### src/rtl/sys_cmd_sched_pkg.sv
// sys_cmd_sched_pkg: shared command opcodes, FSM state encoding and ALU operand addresses.
package sys_cmd_sched_pkg;
  localparam logic [7:0] CMD_WR  = 8'hAA;
  localparam logic [7:0] CMD_RD  = 8'hBB;
  localparam logic [7:0] CMD_OPS = 8'hCC;
  localparam logic [7:0] CMD_ALU = 8'hDD;
  localparam int OPND_A_ADDR = 0;
  localparam int OPND_B_ADDR = 1;
  typedef enum logic [3:0] {
    IDLE, WR_ADDR, WR_DATA, RD_ADDR, RD_WAIT, OP_A, OP_B, ALU_FUN_ST, ALU_WAIT
  } state_t;
endpackage

### src/rtl/sys_wait_timer.sv
// sys_wait_timer: counts wait cycles after an issue; expire flags the last allowed cycle.
module sys_wait_timer #(
  parameter int TIMEOUT = 255
) (
  input  logic CLK,
  input  logic RST,
  input  logic load,
  input  logic run,
  output logic expire
);
  localparam int W = $clog2(TIMEOUT + 1);
  logic [W-1:0] cnt;
  always_ff @(posedge CLK or negedge RST)
    if (!RST) cnt <= '0;
    else if (load) cnt <= '0;
    else if (run) cnt <= cnt + 1'b1;
  assign expire = run && cnt == W'(TIMEOUT - 1);
endmodule

### src/rtl/sys_cmd_sched.sv
// sys_cmd_sched: decodes UART command bytes into register-file and ALU strobes.
// Read and ALU issue wait for TX_BUSY to clear; responses are guarded by a timeout.
module sys_cmd_sched
  import sys_cmd_sched_pkg::*;
#(
  parameter int DATA_W  = 8,
  parameter int ADDR_W  = 4,
  parameter int FUN_W   = 4,
  parameter int TIMEOUT = 255
) (
  input  logic              CLK,
  input  logic              RST,
  input  logic [DATA_W-1:0] RX_P_DATA,
  input  logic              RX_D_VLD,
  input  logic              TX_BUSY,
  input  logic              RdData_Valid,
  input  logic              ALU_OUT_VLD,
  output logic [ADDR_W-1:0] Address,
  output logic              WrEn,
  output logic [DATA_W-1:0] WrData,
  output logic              RdEn,
  output logic [FUN_W-1:0]  ALU_FUN,
  output logic              ALU_EN,
  output logic              CLK_GATE_EN,
  output logic              CMD_ERR
);
  state_t state, state_n;
  logic pend, pend_n;
  logic [ADDR_W-1:0] addr_q, addr_n, address_n;
  logic [FUN_W-1:0] fun_q, fun_n, alu_fun_n;
  logic [DATA_W-1:0] wr_data_n;
  logic wr_en_n, rd_en_n, alu_en_n, gate_n, err_n;
  logic is_wr, is_rd, is_ops, is_alu, rx_take, issue, run, expire;
  assign is_wr   = RX_P_DATA == DATA_W'(CMD_WR);
  assign is_rd   = RX_P_DATA == DATA_W'(CMD_RD);
  assign is_ops  = RX_P_DATA == DATA_W'(CMD_OPS);
  assign is_alu  = RX_P_DATA == DATA_W'(CMD_ALU);
  assign rx_take = RX_D_VLD && !pend;
  // A deferred issue fires on the first TX_BUSY-free cycle, whether or not a byte arrives with it.
  assign issue   = (state == RD_ADDR || state == ALU_FUN_ST) && !TX_BUSY && (pend || RX_D_VLD);
  assign run     = state == RD_WAIT || state == ALU_WAIT;
  sys_wait_timer #(.TIMEOUT(TIMEOUT)) u_timer (
    .CLK(CLK), .RST(RST), .load(issue), .run(run), .expire(expire)
  );
  always_ff @(posedge CLK or negedge RST)
    if (!RST) begin
      state  <= IDLE;
      pend   <= 1'b0;
      addr_q <= '0;
      fun_q  <= '0;
    end else begin
      state  <= state_n;
      pend   <= pend_n;
      addr_q <= addr_n;
      fun_q  <= fun_n;
    end
  always_comb begin
    state_n = state;
    pend_n  = pend;
    addr_n  = addr_q;
    fun_n   = fun_q;
    case (state)
      IDLE:
        if (RX_D_VLD)
          state_n = is_wr ? WR_ADDR : is_rd ? RD_ADDR : is_ops ? OP_A : is_alu ? ALU_FUN_ST : IDLE;
      WR_ADDR:
        if (RX_D_VLD) begin
          addr_n  = RX_P_DATA[ADDR_W-1:0];
          state_n = WR_DATA;
        end
      WR_DATA:    if (RX_D_VLD) state_n = IDLE;
      OP_A:       if (RX_D_VLD) state_n = OP_B;
      OP_B:       if (RX_D_VLD) state_n = ALU_FUN_ST;
      RD_ADDR: begin
        if (rx_take) addr_n = RX_P_DATA[ADDR_W-1:0];
        pend_n  = issue ? 1'b0 : pend | RX_D_VLD;
        state_n = issue ? RD_WAIT : RD_ADDR;
      end
      ALU_FUN_ST: begin
        if (rx_take) fun_n = RX_P_DATA[FUN_W-1:0];
        pend_n  = issue ? 1'b0 : pend | RX_D_VLD;
        state_n = issue ? ALU_WAIT : ALU_FUN_ST;
      end
      RD_WAIT:    if (RdData_Valid || expire) state_n = IDLE;
      ALU_WAIT:   if (ALU_OUT_VLD || expire) state_n = IDLE;
      default:    state_n = IDLE;
    endcase
  end
  always_comb begin
    address_n = Address;
    wr_data_n = WrData;
    alu_fun_n = ALU_FUN;
    wr_en_n   = 1'b0;
    rd_en_n   = 1'b0;
    alu_en_n  = 1'b0;
    err_n     = 1'b0;
    gate_n    = state_n == ALU_WAIT;
    case (state)
      IDLE: err_n = RX_D_VLD && !(is_wr || is_rd || is_ops || is_alu);
      WR_DATA, OP_A, OP_B:
        if (RX_D_VLD) begin
          wr_en_n   = 1'b1;
          wr_data_n = RX_P_DATA;
          address_n = state == WR_DATA ? addr_q :
                      state == OP_A ? ADDR_W'(OPND_A_ADDR) : ADDR_W'(OPND_B_ADDR);
        end
      RD_ADDR: begin
        err_n = RX_D_VLD && pend;
        if (issue) begin
          rd_en_n   = 1'b1;
          address_n = addr_n;
        end
      end
      ALU_FUN_ST: begin
        err_n = RX_D_VLD && pend;
        if (issue) begin
          alu_en_n  = 1'b1;
          alu_fun_n = fun_n;
        end
      end
      RD_WAIT:  err_n = RX_D_VLD || (expire && !RdData_Valid);
      ALU_WAIT: err_n = RX_D_VLD || (expire && !ALU_OUT_VLD);
      default:  err_n = 1'b0;
    endcase
  end
  always_ff @(posedge CLK or negedge RST)
    if (!RST) begin
      Address     <= '0;
      WrEn        <= 1'b0;
      WrData      <= '0;
      RdEn        <= 1'b0;
      ALU_FUN     <= '0;
      ALU_EN      <= 1'b0;
      CLK_GATE_EN <= 1'b0;
      CMD_ERR     <= 1'b0;
    end else begin
      Address     <= address_n;
      WrEn        <= wr_en_n;
      WrData      <= wr_data_n;
      RdEn        <= rd_en_n;
      ALU_FUN     <= alu_fun_n;
      ALU_EN      <= alu_en_n;
      CLK_GATE_EN <= gate_n;
      CMD_ERR     <= err_n;
    end
endmodule

### config.mk
export PLATFORM = sky130hd
export DESIGN_NAME = sys_cmd_sched
export DESIGN_NICKNAME = d
export VERILOG_FILES = /design/src/rtl/sys_cmd_sched_pkg.sv /design/src/rtl/sys_wait_timer.sv /design/src/rtl/sys_cmd_sched.sv
export SDC_FILE = /design/constraint.sdc
export NUM_CORES = 1
export LEC_CHECK = 0
export BUFFER_PORTS_ARGS = -buffer_cell sky130_fd_sc_hd__buf_4
export CAP_MARGIN = 40
export CORE_AREA = 5 5 68 70
export CTS_CLUSTER_SIZE = 12
export DETAILED_ROUTE_END_ITERATION = 8
export DIE_AREA = 0 0 73 75
export HOLD_SLACK_MARGIN = 0.15
export PLACE_DENSITY = 0.71
export SYNTH_ARGS = -nofsm -noshare
export SYNTH_HDL_FRONTEND = slang
export SYNTH_SLANG_ARGS = --single-unit
### constraint.sdc
create_clock -name CLK -period 2.19 [get_ports CLK]
set_input_delay 0.438 -clock CLK [delete_from_list [all_inputs] [get_ports CLK]]
set_output_delay 0.438 -clock CLK [all_outputs]
set_load 0.05 [all_outputs]
=== Word-level counts from Yosys, hierarchy flattened ===
Index checks and enable logic that the tools add are counted.

* Output and inout bits: 21
* Bits in registers: 42

* Equal/unequal tests: 16
* Add/subtract/negate cells: 1
* Reductions and logical operators: 31
* Bitwise gates (word level): 1
* Mux-type cells: 33

{| class="wikitable"
|+ Operators by type and width
! cell !! number
|-
| 4-bit two-way mux || 15
|-
| 8-bit == test, second input constant || 5
|-
| 4-bit case mux with 9 select lines || 1
|-
| 4-bit by 3-bit == test with 1-bit output, second input constant || 4
|-
| 8-bit two-way mux || 2
|-
| 4-bit case mux with 2 select lines || 2
|-
| 3-bit two-way mux || 5
|-
| 1-bit logical OR || 10
|-
| 8-bit by 1-bit adder with 8-bit output, second input constant || 1
|-
| 4-bit by 2-bit == test with 1-bit output, second input constant || 2
|-
| 4-bit == test, second input constant || 2
|-
| 1-bit logical AND || 8
|-
| 1-bit two-way mux || 7
|-
| 1-bit logical NOT || 5
|-
| 4-bit by 1-bit == test with 1-bit output, second input constant || 1
|-
| 4-bit logical NOT || 1
|-
| 2-bit inequality test, second input constant || 2
|-
| 1-bit case mux with 4 select lines || 1
|-
| 2-bit AND reduction || 2
|-
| 2-bit nonzero test || 2
|-
| 3-bit AND reduction || 1
|-
| 3-bit OR reduction || 1
|-
| 2-bit OR reduction || 1
|-
| 1-bit bitwise OR || 1
|}

=== Depth between registers and ports, before layout ===
* Depth after elaboration: 8
* Depth in mapped cells: 6
* Depth with buffers taken out: 6

=== Cells and area by module ===
Synthesis repeated with hierarchy kept, for this count alone.

* Cell total of the unflattened synthesis: 177
* Area total of the unflattened synthesis: 2038.2 um^2

{| class="wikitable"
|+ Modules (own cells, without submodules)
! module !! cells each !! times used !! area each (um^2)
|-
| sys_cmd_sched || 136 || 1 || 1626.6
|-
| sys_wait_timer || 41 || 1 || 411.6
|}

=== Least setup slack after synthesis ===
No wires, ideal clock.

* Path kind: input port to flip-flop
* Start point: input RX_D_VLD
* End point: register ALU_FUN[0]
* Setup time: 125 ps
* Required time: 2065 ps
* Setup slack: 469 ps
* Stages on the path: 6
* Arrival: 1596 ps
* Path through: buf_2 > nor2b_1 > and3_1 > buf_6 > mux2_4 > mux2_2

* Word-level cells in the longest chain between the ends: 3

{| class="wikitable"
|+ RTL lines
! element !! RTL line !! RTL
|-
| from (decl) || sys_cmd_sched.sv:14 || <nowiki>input logic RX_D_VLD,</nowiki>
|-
| 1-bit logical AND || sys_cmd_sched.sv:38 || <nowiki>assign rx_take = RX_D_VLD && !pend;</nowiki>
|-
| 4-bit two-way mux || sys_cmd_sched.sv:80 || <nowiki>if (rx_take) fun_n = RX_P_DATA[FUN_W-1:0];</nowiki>
|-
| 4-bit two-way mux || sys_cmd_sched.sv:62 || <nowiki>case (state)</nowiki>
|-
| net fun_n[0] || sys_cmd_sched.sv:30 || <nowiki>logic [FUN_W-1:0] fun_q, fun_n, alu_fun_n;</nowiki>
|-
| to (signal assigned) || sys_cmd_sched.sv:141 || <nowiki>ALU_FUN <= alu_fun_n;</nowiki>
|-
| to (decl) || sys_cmd_sched.sv:22 || <nowiki>output logic [FUN_W-1:0] ALU_FUN,</nowiki>
|}

The timed path passes the listed nets, and every way through them passes these cells.
A chain may end at the register's enable or synchronous reset.

=== Worst setup path after layout ===
* Start point: register state[0]
* End point: register ALU_FUN[3]

{| class="wikitable"
|+ RTL lines
! element !! RTL line !! RTL
|-
| from (decl) || sys_cmd_sched.sv:27 || <nowiki>state_t state, state_n;</nowiki>
|-
| from (signal assigned) || sys_cmd_sched.sv:52 || <nowiki>state <= state_n;</nowiki>
|-
| 4-bit by 3-bit == test with 1-bit output || sys_cmd_sched.sv:62 ||
|-
| 4-bit two-way mux || sys_cmd_sched.sv:62 ||
|-
| net fun_n[3] || sys_cmd_sched.sv:30 ||
|}

The timed path passes the listed nets, and every way through them passes these cells.

==> run summary <==
routed vias: 1484
GR Overflow Total: 0
# resized after CTS: 0
register area share after synthesis: 51.1%
max-cap viol count: 0
Final period util: 88.1%
Commonest cells post-synth: 42 x dfrtp_1, 15 x mux2_2, 13 x nor2_1, 7 x inv_1, 7 x o21ai_0
CP Launch Type: register
gpl congestion: 0.880
Fmax: 518 MHz
CTS root buf: clkbuf_8
Routed WL: 4320 um
postcts setup bufs: 0
CP endpoint kind: register
die width: 73 um
CP Max Fanout: 15
Worst EP required: 2.37 ns
Max H-tree Level: 2
TritonRoute pass-1 iters: 4
worst-case clock skew: 0.00837 ns
worst-path cell chain: and3b_1 > and3_1 > mux2_4 > mux2_2
DRT iter0 DRCs: 118
Hold Violations, Final: 0
Ant. Diodes: 0
synth warn: 0
mean post-synth cell area: 11.7 sq um
Tmin final: 1.93 ns
pre-CTS WS: 0.282 ns
Port Buffers: 34
outcome: finished clean
Synth async-reset ratio: 100%
Fin Setup TNS: 0 ns
PwrDens: 863 nW/um^2
Max-Slew Margin vs Limit: 64.8%
wire length per cell: 16.3 um
largest net degree at the start of global routing: 43
Synth-to-Final Area Change: 21.1%
Skew-Pair Late Insertion Delay: 0.29 ns
most frequent cell after synthesis: dfrtp_1
Final Max Slew Viols: 0
sinks on the clock net: 42
synth top area cells: dfrtp_1 51%, mux2_2 8.2%, mux2_4 2.9%
Largest stage delay, worst path: 0.59 ns
Seq cells post-synth: 42
setup violators final: 0
Mapped Nets: 191
Reg clk slew, reported paths: 0.08 ns
post-route insts no fill: 265
CTS Buffer Depth: 2
initial antenna violation count: 0
Buf/Inv on CP: 0
total power: 2.15 mW
prevailing post-synth register cell: dfrtp_1
DRT antenna net count: 0
actual slew at the worst max-slew pin: 0.524 ns
NumNets Final: 231
cell taking the most area after synthesis: dfrtp_1
Cell Area, Synth: 2060 sq um
Leakage: 1.15 nW
placed cell areas: 2370 sq um
DP Wirelength: 3220 um
vias per cell: 5.60
share of post-route cells with drive strength above 1: 34.4%
Synth Instances: 175
Yosys cell types: 49
EDFF count, synth: 0
# IOs: 35
TritonCTS clock tree: yes
Finished Cell Area: 2490 sq um
die height: 75 um
Setup WS post-layout: 0.260 ns
CP arrival: 2.11 ns
number of buffers created by CTS: 5
Initial Utilization: 52.5%
die area: 5480 sq um
Yosys top cell area share: 51.1%
first-pass GRT wire length: 7460 um
Max VDD drop: 0.000599 V
HP Class: input port to register
Hold-fix buffers, CTS: 1
Slowest-stage cell, CP: dfrtp_1
family with the most delay on the worst path: simple AND/OR/NAND/NOR gates
vias in the first global route: 1565
row count: 23
placed cells: 257
RSZ-0062 raised after global routing: no
Setup Crit Path Kind: register to register
Residual DRC: 0
core area: 3910 sq um
gr usage total: 17.7%
[cell type report]
| type | instances | area [sq um] |
|---|---|---|
| clock buffer | 6 | 82.6 |
| clock inverter | 1 | 30.0 |
| inverter | 7 | 26.3 |
| sequential | 42 | 1050 |
| multi-input combinational | 118 | 926 |
| fill | 342 | 1430 |
| timing repair buffer | 41 | 310 |
| tap | 50 | 62.6 |
[worst register-to-register path, stage by stage, from the launching register on]
cell	delay (ns)
dfrtp_1	0.59
and3b_1	0.27
and3_1	0.36
mux2_4	0.34
mux2_2	0.26
[final timing paths]
| path | start | endpoint | slack [ns] | depth (start not counted) |
|---|---|---|---|---|
| setup / recovery | state[0]$_DFF_PN0_ | ALU_FUN[3]$_DFFE_PN0N_ | 0.26 | 4 |
| hold / removal | RX_P_DATA[5] | WrData[5]$_DFFE_PN0P_ | 0.39 | 2 |
| setup reg to reg | state[0]$_DFF_PN0_ | ALU_FUN[3]$_DFFE_PN0N_ | 0.26 | 4 |
| hold reg to reg | fun_q[3]$_DFF_PN0_ | fun_q[3]$_DFF_PN0_ | 0.50 | 1 |
| max in group asynchronous | RST | pend$_DFFE_PN0N_ | 1.16 | 2 |
| min in group asynchronous | RST | u_timer.cnt[5]$_DFFE_PN0P_ | 0.65 | 2 |
[sequential cells by signal, indices dropped and copies added, names as in the netlist, 4 cells and up]
name         cells
ALU_FUN          4
Address          4
WrData           8
addr_q           4
fun_q            4
state            4
u_timer.cnt      8
[placed cells by master, fill, tap and decap left out, drive strengths merged, types with 3 or more instances in the layout]
| master | Yosys | layout |
|---|---|---|
| a21oi | 6 | 6 |
| clkbuf | 1 | 6 |
| o21ai | 7 | 7 |
| dfrtp | 42 | 42 |
| nand4 | 4 | 4 |
| mux2 | 23 | 23 |
| buf | 7 | 40 |
| nor4 | 4 | 4 |
| a22o | 3 | 3 |
| xnor2 | 5 | 5 |
| nor3 | 3 | 3 |
| xor2 | 3 | 3 |
| nand3 | 6 | 6 |
| inv | 7 | 7 |
| nor2 | 14 | 14 |
| nand3b | 3 | 3 |
| nand2 | 6 | 6 |
[power breakdown]
part	internal, mW	switching, mW
clock network	0.365	0.257
registers	0.890	0.0866
logic	0.203	0.346
total	1.46	0.690
[per-stage QoR]
step / utilization (%) / hold slack [ns]
2_1_floorplan: - / 0.142
3_3_place_gp: 60.5 / 0.441
3_5_place_dp: 60.5 / 0.453
4_1_cts: 63.6 / 0.380
5_1_grt: 63.6 / 0.388
6_report: 63.6 / 0.390
[routing by layer]
metal	vias up	wire length [um]	track usage, %
li1	714	-	-
met1	734	1960	24.7
met2	30	2110	27.8
met3	6	209	4.14
met4	0	44	5.12
met5	-	0	0
[cells by family (layout without fill, tap and decap cells)]
kind of cell | count (synthesis) | in the layout | synth area share (%)
AO/OA/AOI/OAI | 31 | 31 | 11.1
XOR/XNOR | 8 | 8 | 3.41
multiplexers | 23 | 23 | 13.3
flip-flops | 42 | 42 | 51.1
adder cells (fa/ha/maj) | 2 | 2 | 1.22
buffers and inverters | 15 | 55 | 3.83
AND/OR/NAND/NOR | 54 | 54 | 15.9
Power figures use the tool's default switching activity.
